==> config.mk <==
export PLATFORM = sky130hd
export DESIGN_NAME = wb_timer
export DESIGN_NICKNAME = d
export VERILOG_FILES = /design/src/rtl/wb_timer.sv
export SDC_FILE = /design/constraint.sdc
export NUM_CORES = 1
export LEC_CHECK = 0
export CAP_MARGIN = 20
export CORE_MARGIN = 3
export CORE_UTILIZATION = 50
export DETAILED_ROUTE_END_ITERATION = 7
export GPL_TIMING_DRIVEN = 0
export PLACE_DENSITY = 0.77
export SYNTH_ARGS = -nofsm -noshare
export SYNTH_HDL_FRONTEND = slang
export SYNTH_SLANG_ARGS = --single-unit
==> constraint.sdc <==
create_clock -name clk -period 2.8 [get_ports clk]
set_input_delay 0.7 -clock clk [delete_from_list [all_inputs] [get_ports clk]]
set_output_delay 0.7 -clock clk [all_outputs]
set_load 0.05 [all_outputs]
==> src/rtl/wb_timer.sv <==
// Wishbone slave timer: prescaled 16-bit up-counter with compare match, auto-reload and irq.
// Latency: ack and read data one cycle after an accepted strobe; irq follows MATCH by zero cycles.
// Backpressure: none; one transfer per cycle is accepted with no stall or wait state.
module wb_timer #(
    parameter logic [15:0] BASE_ADR = 16'h0000
) (
    input  logic        clk,
    input  logic        rst,
    input  logic [15:0] adr,
    input  logic        cyc,
    input  logic        stb,
    input  logic        we,
    input  logic [15:0] dat_i,
    output logic [15:0] dat_o,
    output logic        ack,
    output logic        irq
);

    localparam logic [2:0] REG_CTRL    = 3'd0;
    localparam logic [2:0] REG_STATUS  = 3'd1;
    localparam logic [2:0] REG_COUNT   = 3'd2;
    localparam logic [2:0] REG_COMPARE = 3'd3;

    logic        acc;
    logic        wr;
    logic        wr_ctrl;
    logic        wr_status;
    logic        wr_count;
    logic        wr_compare;

    logic        en;
    logic        auto_reload;
    logic        irq_en;
    logic [7:0]  prescale;
    logic [7:0]  pcnt;
    logic [15:0] count;
    logic [15:0] compare;
    logic        match;

    logic        tick;
    logic        hit;
    logic [15:0] count_inc;
    logic [15:0] rd_dat;

    assign acc        = cyc & stb & (adr[15:3] == BASE_ADR[15:3]);
    assign wr         = acc & we;
    assign wr_ctrl    = wr & (adr[2:0] == REG_CTRL);
    assign wr_status  = wr & (adr[2:0] == REG_STATUS);
    assign wr_count   = wr & (adr[2:0] == REG_COUNT);
    assign wr_compare = wr & (adr[2:0] == REG_COMPARE);

    assign tick      = en & (pcnt == prescale);
    assign count_inc = count + 16'd1;
    assign hit       = tick & (count_inc == compare);

    assign irq = match & irq_en;

    // Read mux sees register values before this cycle's updates.
    always_comb begin
        rd_dat = '0;
        case (adr[2:0])
            REG_CTRL:    rd_dat = {prescale, 5'b0, irq_en, auto_reload, en};
            REG_STATUS:  rd_dat = {14'b0, en, match};
            REG_COUNT:   rd_dat = count;
            REG_COMPARE: rd_dat = compare;
            default:     rd_dat = '0;
        endcase
    end

    always_ff @(posedge clk) begin
        if (rst) begin
            ack   <= 1'b0;
            dat_o <= '0;
        end else begin
            ack <= acc;
            if (acc) begin
                dat_o <= rd_dat;
            end
        end
    end

    // A CTRL write overrides the one-shot auto-clear of EN in the same cycle.
    always_ff @(posedge clk) begin
        if (rst) begin
            en          <= 1'b0;
            auto_reload <= 1'b0;
            irq_en      <= 1'b0;
            prescale    <= '0;
        end else if (wr_ctrl) begin
            en          <= dat_i[0];
            auto_reload <= dat_i[1];
            irq_en      <= dat_i[2];
            prescale    <= dat_i[15:8];
        end else if (hit && !auto_reload) begin
            en <= 1'b0;
        end
    end

    always_ff @(posedge clk) begin
        if (rst || wr_count || (wr_ctrl && !dat_i[0]) || !en || tick) begin
            pcnt <= '0;
        end else begin
            pcnt <= pcnt + 8'd1;
        end
    end

    always_ff @(posedge clk) begin
        if (rst) begin
            count <= '0;
        end else if (wr_count) begin
            count <= dat_i;
        end else if (tick) begin
            count <= (hit && auto_reload) ? 16'd0 : count_inc;
        end
    end

    always_ff @(posedge clk) begin
        if (rst) begin
            compare <= 16'hFFFF;
        end else if (wr_compare) begin
            compare <= dat_i;
        end
    end

    // A match being set beats a write-1-clear landing in the same cycle.
    always_ff @(posedge clk) begin
        if (rst) begin
            match <= 1'b0;
        end else if (hit) begin
            match <= 1'b1;
        end else if (wr_status && dat_i[0]) begin
            match <= 1'b0;
        end
    end

endmodule

==> metrics.txt <==
Final setup viols=2; Critical Path End Type=flop; vias per inst=6.09; RSZ-0062 raised after global routing=yes; Cell Pwr Density=389 nW/um2; clock root cell=clkbuf_8; Post-synth EDFFs=0; Core Rows=32; CTS Hold Bufs=0; Syn. warnings=0; final hold vios=0; I/O pins=55; number of diodes=0; initial antenna violation count=0; PortBufs=51; total number of vias=4144; Worst-Skew Late Latency=0.36 ns; cells after synthesis=501; height of the die=96.4 um; Main synth FF type=dfxtp_1; Worst slew margin=58.6%; hold crit path type=flop to flop; share of cells above drive strength 1=between 15 and 20%; Tcrit/Tclk final=100%; CTS Sinks=69; CP arrival=approximately 3.1 ns; First DRT Iteration DRCs=approximately 320; Avg Cell Area, Syn=8.15 um2; Syn-to-layout area delta=25.7%; maxcap violations=0; Clock Tree Buf Depth=2; core box area=7810 um2; first-pass GRT wire length=between 15000 and 20000 um; Layout Utilization=65.7%; DR DRC count=0; Final min period=2.81 ns; required time worst endpoint=3.04 ns; Post-layout nets=613; number of global-route vias before repair=4017; status=finished, violations left; sequential share of the synthesized area=33.8%; failing checks=negative setup slack; Detail Placement HPWL=9130 um; Post-Syn Nets=540; largest family of logic cells by synthesized area=simple AND/OR/NAND/NOR gates; Post-Synth Simple-Gate Area=31.3%; Synth Area in XOR/XNOR=about 8.7%; gr ovfl total=0; Slew @ Worst Pin=0.620 ns; Netlist cell types=65; total CTS buffers=9; Synth Area in Compound Gates=about 16%; Post-Synth Adder-Cell Area=0.613%; Worst setup SP type=flop; clk slew on worst S/H paths=roughly 0.08 ns; first-pass detailed-route iteration total=5; Crit Path Max Fanout=6; CTS tree=built; Netlist Area Pre-Place=4080 um2; Lkg Pwr=1.83 nW; skew final=a little under 0.01 ns; largest net degree at the start of global routing=15; GRT Total Usage=between 20 and 30%; Avg WL per Cell=18.5 um; Max Freq=356 MHz; post-route ant nets=0; mux share of post-synthesis cell area=4.20%; H-tree Lvls=3; critical path class=flop to flop; ys async rst share=0%; die area=just over 9000 um2; RD Place Congestion=slightly above 1; Final Slew Violations=0; Starting Density=a little over half; final worst slack=-0.00967 ns; Total Power=2.00 mW; Routed WL=12600 um; width of the chip=96.4 um; number of synthesized register bits=between 60 and 70; worst vdd ir=252 uV
worst max-delay path: stages, from the launching register on:
cell       delay (ns)
dfxtp_4          0.40
ha_4             0.16
nand3_4          0.09
or4_4            0.57
a2111oi_4        0.45
o2111ai_2        0.20
nor4b_4          0.27
buf_4            0.20
buf_4            0.11
a21oi_1          0.05
o21ai_1          0.12
a211oi_1         0.09
stage by stage:
step / hold WS, ns / setup slack, ns / instance area, um2 / TNS [ns] / cells
floorplan: 0.441 / 0.0583 / 4100 / 0 / 501
global placement: 0.464 / -0.822 / 4730 / -26.56 / 654
detailed placement: 0.469 / -0.900 / 4730 / -28.02 / 654
CTS: 0.495 / 0.0113 / 5030 / 0 / 677
global route: 0.518 / -0.103 / 5130 / -0.476 / 681
finish: 0.493 / -0.00967 / 5130 / -0.0112 / 681
final cells by class:
| type | count | area, um2 |
|---|---|---|
| buffer | 30 | 196 |
| clock buffer | 9 | 124 |
| sequential | 69 | 1390 |
| clock inverter | 7 | 80.1 |
| timing repair buffer | 63 | 601 |
| inverter | 5 | 18.8 |
| multi-input combinational | 396 | 2590 |
| fill | 695 | 2680 |
| tap | 102 | 128 |
sequential cells by signal (all words and copies together) (netlist names):
register,count
irq_en,1
prescale,8
count,16
compare,16
en,1
ack,1
match,1
dat_o,16
auto_reload,1
pcnt,8
worst paths after layout:
path | slack (ns) | from | cells past startpoint | to
worst max-delay path | -0.01 | count[0] | 11 | count[2]
worst max register to register | -0.01 | count[0] | 11 | count[2]
worst min-delay path | 0.49 | prescale[3] | 2 | prescale[3]
worst min register to register | 0.49 | prescale[3] | 2 | prescale[3]
synthesized netlist by cell type, drive strengths merged (6+ instances only):
cell type | number | area, um2
nand4 | 6 | 37.5
a211oi | 11 | 82.6
nand3 | 19 | 118
xor2 | 14 | 123
nor2 | 47 | 176
buf | 6 | 42.5
a21oi | 45 | 236
xnor2 | 24 | 210
a31oi | 7 | 43.8
and3 | 9 | 63.8
nor4 | 7 | 56.3
mux2i | 7 | 70.1
dfxtp | 69 | 1380
o21ai | 16 | 83.8
nor3 | 22 | 110
nand2 | 78 | 298
nand3b | 17 | 128
clkbuf | 26 | 158
a22oi | 9 | 67.6
and2 | 6 | 41.3
metal layers:
metal	track usage, %	up-vias	wire length, um
met5	0	-	0
met4	12.5	0	430
met3	5.24	39	917
met2	47.4	210	6130
met1	34.4	1958	5140
li1	-	1937	-
cells by family (layout without fill, tap and decap cells):
group / count (synthesis) / in the layout
AND/OR/NAND/NOR: 238 / 238
AO/OA/AOI/OAI: 102 / 103
flip-flops: 69 / 69
XOR/XNOR: 39 / 39
buffers and inverters: 37 / 114
multiplexers: 14 / 14
adder cells (fa/ha/maj): 2 / 2
power by group:
| part | internal (mW) | switching [mW] | total, mW |
|---|---|---|---|
| clock network | 0.425 | 0.428 | 0.853 |
| logic | 0.0815 | 0.0801 | 0.162 |
| registers | 0.981 | 0.000849 | 0.982 |
repair_timing:
action / CTS / global route
buffers inserted: 7 / 5
pin swaps: 6 / 12
cloned: 0 / 1
resized for setup: 9 / 23
endpoints found under the setup margin: 36 / 41
placed cells by master, fill, tap and decap left out, types with 8 or more instances in the layout:
cell and count:
xnor2_1 24, xor2_1 14, a21oi_1 42, nor2_1 47, dfxtp_1 65, clkbuf_1 15
nand3b_1 17, nand2_1 76, clkbuf_8 15, nand3_1 14, a211oi_1 11, o21ai_0 8
buf_4 15, a22oi_1 9, clkdlybuf4s50_1 51, nor3_1 22
(Power assumes the default switching activity.)
